$ cat config.mk
export PLATFORM = sky130hd
export DESIGN_NAME = rom_16x16
export DESIGN_NICKNAME = d
export VERILOG_FILES = /design/src/rtl/rom_16x16.sv
export SDC_FILE = /design/constraint.sdc
export NUM_CORES = 1
export LEC_CHECK = 0
export BUFFER_PORTS_ARGS = -buffer_cell sky130_fd_sc_hd__buf_2
export CORE_ASPECT_RATIO = 1.2
export CORE_MARGIN = 1
export CORE_UTILIZATION = 45
export DETAILED_ROUTE_END_ITERATION = 8
export PLACE_DENSITY = 0.72
export SLEW_MARGIN = 5
export SYNTH_ARGS = -nofsm -noshare
export SYNTH_HDL_FRONTEND = slang
export SYNTH_SLANG_ARGS = --single-unit
export TNS_END_PERCENT = 100
$ cat constraint.sdc
create_clock -name clk -period 2.7 [get_ports clk]
set_input_delay 0.27 -clock clk [delete_from_list [all_inputs] [get_ports clk]]
set_output_delay 0.27 -clock clk [all_outputs]
set_load 0.02 [all_outputs]
$ cat src/rtl/rom_16x16.sv
// Synchronous 16x16 constant store: registered read data, valid strobe and
// even-parity bit, one cycle after an enabled read.
module rom_16x16 (
  input  logic        clk,
  input  logic        rst,
  input  logic        en,
  input  logic [3:0]  addr,
  output logic [15:0] data,
  output logic        valid,
  output logic        parity
);

  localparam int ADDR_W = 4;
  localparam int DATA_W = 16;
  localparam int DEPTH  = 2 ** ADDR_W;

  logic [DATA_W-1:0] rom_word_s;
  logic              rom_par_s;
  logic [DATA_W-1:0] data_r;
  logic              valid_r;
  logic              parity_r;

  function automatic logic [DATA_W-1:0] rom_lookup(input logic [ADDR_W-1:0] a);
    logic [DATA_W-1:0] w;
    case (a)
      4'h0:    w = 16'h0000;
      4'h1:    w = 16'h1234;
      4'h2:    w = 16'h5678;
      4'h3:    w = 16'h9ABC;
      4'h4:    w = 16'hDEF0;
      4'h5:    w = 16'hFFFF;
      4'h6:    w = 16'hAAAA;
      4'h7:    w = 16'h5555;
      4'h8:    w = 16'h8001;
      4'h9:    w = 16'h7FFE;
      4'hA:    w = 16'h00FF;
      4'hB:    w = 16'hFF00;
      4'hC:    w = 16'h0F0F;
      4'hD:    w = 16'hF0F0;
      4'hE:    w = 16'hCAFE;
      4'hF:    w = 16'hBEEF;
      default: w = 16'h0000;
    endcase
    return w;
  endfunction

  function automatic logic even_parity(input logic [DATA_W-1:0] w);
    return ^w;
  endfunction

  // Table lookup and parity for the presented address.
  always_comb begin
    rom_word_s = rom_lookup(addr);
    rom_par_s  = even_parity(rom_word_s);
  end

  // Output register; reset wins over a read issued in the same cycle.
  always_ff @(posedge clk) begin
    if (rst) begin
      data_r   <= 16'h0000;
      valid_r  <= 1'b0;
      parity_r <= 1'b0;
    end else if (en) begin
      data_r   <= rom_word_s;
      valid_r  <= 1'b1;
      parity_r <= rom_par_s;
    end else begin
      valid_r  <= 1'b0;
    end
  end

  assign data   = data_r;
  assign valid  = valid_r;
  assign parity = parity_r;

  logic unused_s;
  assign unused_s = (DEPTH == 16) ? 1'b0 : 1'b1;

endmodule

* Word-level counts from Yosys, hierarchy flattened
Memory sizes are Yosys's and may differ from the RTL's.
Cells that the tools add are included.
** Word-level totals
- Bits in latches :: 0
- RAM bits :: 0
- Bits in registers :: 18
- Memories :: 1
- Bits in read-only memories :: 256
- Bits of input ports :: 7
- Word-level logic and storage cells :: 6
- Output and inout bits :: 18
** Cells by class
- Equal/unequal tests :: 0
- Shifts and indexed selects :: 0
- Mux-type cells :: 1
- $add $sub $neg :: 0
- Reductions and logical operators :: 1
- Bitwise operators :: 0
- Order comparisons :: 0
- Multiply operators :: 0
- Divide/modulo/power cells :: 0
** Memory list
- (no name shown) :: depth 16, width 16, rd ports 1, clocked after memory_dff 0, wr ports 0, RTL line 25 : case (a)
** Operators with widths (count)
- 16-bit parity :: 1
- 1-bit 2-to-1 mux :: 1

* Logic depth before layout (Yosys ltp)
An unclocked memory read counts as a cell.
- Depth in word-level cells :: 2
- Mapped depth :: 9
- Depth with buffers taken out :: 8

* Worst setup path before layout
No wires, ideal clock.
- Kind :: input-to-reg
- Start point :: in addr[0]
- End point :: reg parity_r (netlist: parity)
- Path buffers :: 1
- Cell stages on the path :: 9
- Arrival :: 2.230 ns
- Setup time :: 0.086 ns
- Path slack :: 0.384 ns
- Data required time :: 2.614 ns
- Cells stage by stage :: buf_2 > inv_1 > ha_1 > inv_2 > mux4_2 > o32ai_2 > xnor2_1 > xnor3_1 > a211oi_1
** On the way
- Longest elaborated chain between the ends :: 2
** Ends and longest elaborated chain
- from (decl) :: RTL line 7 : input logic [3:0] addr,
- memory read 16 x 16 bit
- 16-bit parity :: RTL line 48 : return ^w;
- to (signal assigned) :: RTL line 66 : parity_r <= rom_par_s;
- to (decl) :: RTL line 21 : logic parity_r;
Every way passes these cells.
A chain may end at the register's enable or synchronous reset.

* Final worst setup path
Same ends and word-level chain as after synthesis.

==> out/results.txt <==
count of flip-flops with a built-in enable after synthesis: 0
Cell Pwr Density: 512 nW/um^2
DP Worst Slack: 122 ps
number of buffers added for setup after CTS: 0
worst-case register-to-register setup slack: 1950 ps
DRC violation count after routing: 0
via count of the first global-routing pass: 959
cell with the most instances after synthesis: sky130_fd_sc_hd__nor2_1
area share of the leading cell type in the synthesized netlist: 30.5%
Critical Path Fanout Max: 11
top cell type by total area after synthesis: sky130_fd_sc_hd__dfxtp_1
I/O pin count: 25
number of warning messages in the yosys log: 0
first-pass iteration count of the detailed router: 7
number of endpoints failing setup at the final stage: 0
antenna violations before repair: 0
critical path class: input port to flip-flop
buffer levels on the longest clock path: 2
cell count after placement: 183
Final Cell Area: 1320 um^2
synthesized flop and latch total: 18
reg-to-reg critical path endpoint: data[5]$_SDFFE_PP0P_
switching fraction of total power: 32.3%
fmax: 0.447 GHz
WP data arrival: 2470 ps
cell at the root of the clock tree: sky130_fd_sc_hd__clkbuf_4
top cells by count, synth: sky130_fd_sc_hd__nor2_1, sky130_fd_sc_hd__dfxtp_1, sky130_fd_sc_hd__nand2_1, sky130_fd_sc_hd__ha_1, sky130_fd_sc_hd__mux2i_1
final critical path time including I/O delays and setup: 2240 ps
Post-CTS Hold Buffers: 0
Clock transition at path regs: 110 ps
quantity of gates resized following cts: 0
biggest area contributors in the synthesized netlist: sky130_fd_sc_hd__dfxtp_1, sky130_fd_sc_hd__ha_1, sky130_fd_sc_hd__nor2_1
crit path capture: parity$_SDFFE_PP0P_
Routed WL per cell: 13.0 um
clock skew: 0 ps
Routability Congestion: 0.851
Net Sw Power: 0.218 mW
required time reported for the critical path endpoint: 2930 ps
internal power consumption: 0.458 mW
worst r2r src: data[5]$_SDFFE_PP0P_
1st-iter DRT viols: 24
nature of the critical path startpoint: input port
Max-Slew Margin vs Limit: 65.7%
clock power share: 25.3%
result of the run: finished clean
final core utilization: 55.5%
pin count of the biggest net entering global routing: 31
Gate Count Post-Synth: 140
setup slack after layout: 462 ps
number of port buffers: 24
Synth Net Count: 154
Netlist cell types: 36
start point of the critical path: addr[0]
dominant register cell in the synthesized netlist: sky130_fd_sc_hd__dfxtp_1
Antenna Cells: 0
overall via count from detail_route: 1,032
final cell count without fillers: 187
number of maximum-capacitance violations: 0
Sinks on Clock Net: 18
Period Utilization, post-route: 82.9%
Die Span Y: 58.1 um
initial core utilization: 49.6%
unrepaired setup endpoints after global routing: no
total negative slack: 0 ps
transition time of the tightest slew-check pin: 514 ps
Core Region: 2380 um^2
average size of a mapped cell: 8.43 um^2
global-route wire length before repair: 4.08 mm
total wirelength of the detailed-routed design: 2.42 mm
floorplan row count: 19
layout cells sized above 1: 23.7%
Die Footprint: 2830 um^2
half-perimeter wire length after placement: 1.77 mm
Post-synth ARST share: 0%
netlist area before placement: 1180 um^2
overall die width: 48.7 um
Clk Latency, worst-skew pair: 290 ps
CTS tree: done
GRT Residual Overflow: 0
crit end category: flip-flop
average vias per placed instance: 5.52
worst hold path class: input port to flip-flop
Combinational Power Share: 30.7%
number of buffers created by CTS: 3
Fin. Hold Viols: 0
R2R cell count: 2
sequential cell area fraction in the yosys report: 30.5%
sequential group share of total power: 44.0%
CTS H-Tree Depth: 1
antenna violation net count after detailed routing: 0
IR Drop Worst-Case VDD: 0.318 mV
standard cell area after detailed placement: 1280 um^2
count of pins over their slew limit: 0
P_leak: 0.606 nW
total number of nets in the final design: 171
area growth from synthesis to final layout: 11.9%
Total Routing Usage GR: 18.3%
==> through the flow <==
| step | total power, mW | hold slack (ps) |
|---|---|---|
| 3_5_place_dp | 0.511 | 458 |
| 3_3_place_gp | 0.506 | 457 |
| 4_1_cts | 0.685 | 316 |
| 5_1_grt | 0.719 | 338 |
| 2_1_floorplan | 0.465 | 473 |
| 6_report | 0.676 | 324 |
==> power by group through the flow <==
stage               Combinational (mW)  Sequential, mW  Clock (mW)
detailed placement               0.208           0.304           0
global route                     0.230           0.300       0.189
global placement                 0.203           0.302           0
CTS                              0.208           0.298       0.179
finish                           0.208           0.297       0.171
floorplan                        0.134           0.331           0
==> state kept, by name, summed over array words and instances, names as in the netlist <==
name / cells
data: 16
parity: 1
valid: 1
==> area by class of cell <==
cell class              instances  area (um^2)
clock buffers                   4         36.3
well taps                      31         38.8
fillers                       243         1060
inverters                       8         30.0
repair buffers                 24          120
flip-flops and latches         18          360
multi-input cells             102          734
==> cell families after synthesis <==
family          count (synthesis)  synth area share, %
simple gates                   47                 19.1
fa+ha+maj                       7                 7.42
mux                            11                 11.7
compound gates                 31                 18.5
xor+xnor                        6                 5.62
buf+inv                        20                 7.21
flops                          18                 30.5
==> per-layer routing <==
| metal | routed length [um] | up-vias | part of all wire (%) | track usage [%] |
|---|---|---|---|---|
| li1 | - | 518 | - | - |
| met1 | 1080 | 480 | 44 | 21.6 |
| met4 | 41 | 0 | 1.7 | 8.82 |
| met3 | 97 | 6 | 4.0 | 2.36 |
| met5 | 0 | - | 0 | 0 |
| met2 | 1210 | 28 | 50 | 32.7 |
==> placed cells by master, fill, tap and decap left out, types with 6 or more instances in the layout <==
cell type                  count
sky130_fd_sc_hd__a21oi_1       6
sky130_fd_sc_hd__buf_2        24
sky130_fd_sc_hd__dfxtp_1      18
sky130_fd_sc_hd__ha_1          7
sky130_fd_sc_hd__inv_1         6
sky130_fd_sc_hd__mux2i_1       7
sky130_fd_sc_hd__nand2_1       8
sky130_fd_sc_hd__nand2b_1      6
sky130_fd_sc_hd__nor2_1       19
==> critical path, stage by stage <==
cell and delay, ps:
sky130_fd_sc_hd__buf_2 200, sky130_fd_sc_hd__inv_1 150, sky130_fd_sc_hd__ha_1 450, sky130_fd_sc_hd__inv_2 90, sky130_fd_sc_hd__mux4_2 480, sky130_fd_sc_hd__o32ai_2 230, sky130_fd_sc_hd__xnor2_1 160, sky130_fd_sc_hd__xnor3_1 230
sky130_fd_sc_hd__a211oi_1 210
==> worst min path at each step <==
stage / from / endpoint / slack [ps] / cells after the start
3_3_place_gp: data[10]$_SDFFE_PP0P_ / data[10]$_SDFFE_PP0P_ / 460 / 2
6_report: rst / data[8]$_SDFFE_PP0P_ / 320 / 2
2_1_floorplan: en / data[15]$_SDFFE_PP0P_ / 470 / 2
5_1_grt: rst / data[8]$_SDFFE_PP0P_ / 340 / 2
3_5_place_dp: data[9]$_SDFFE_PP0P_ / data[9]$_SDFFE_PP0P_ / 460 / 2
4_1_cts: rst / data[8]$_SDFFE_PP0P_ / 320 / 2
No activity file was read; power rests on OpenSTA's default activity.
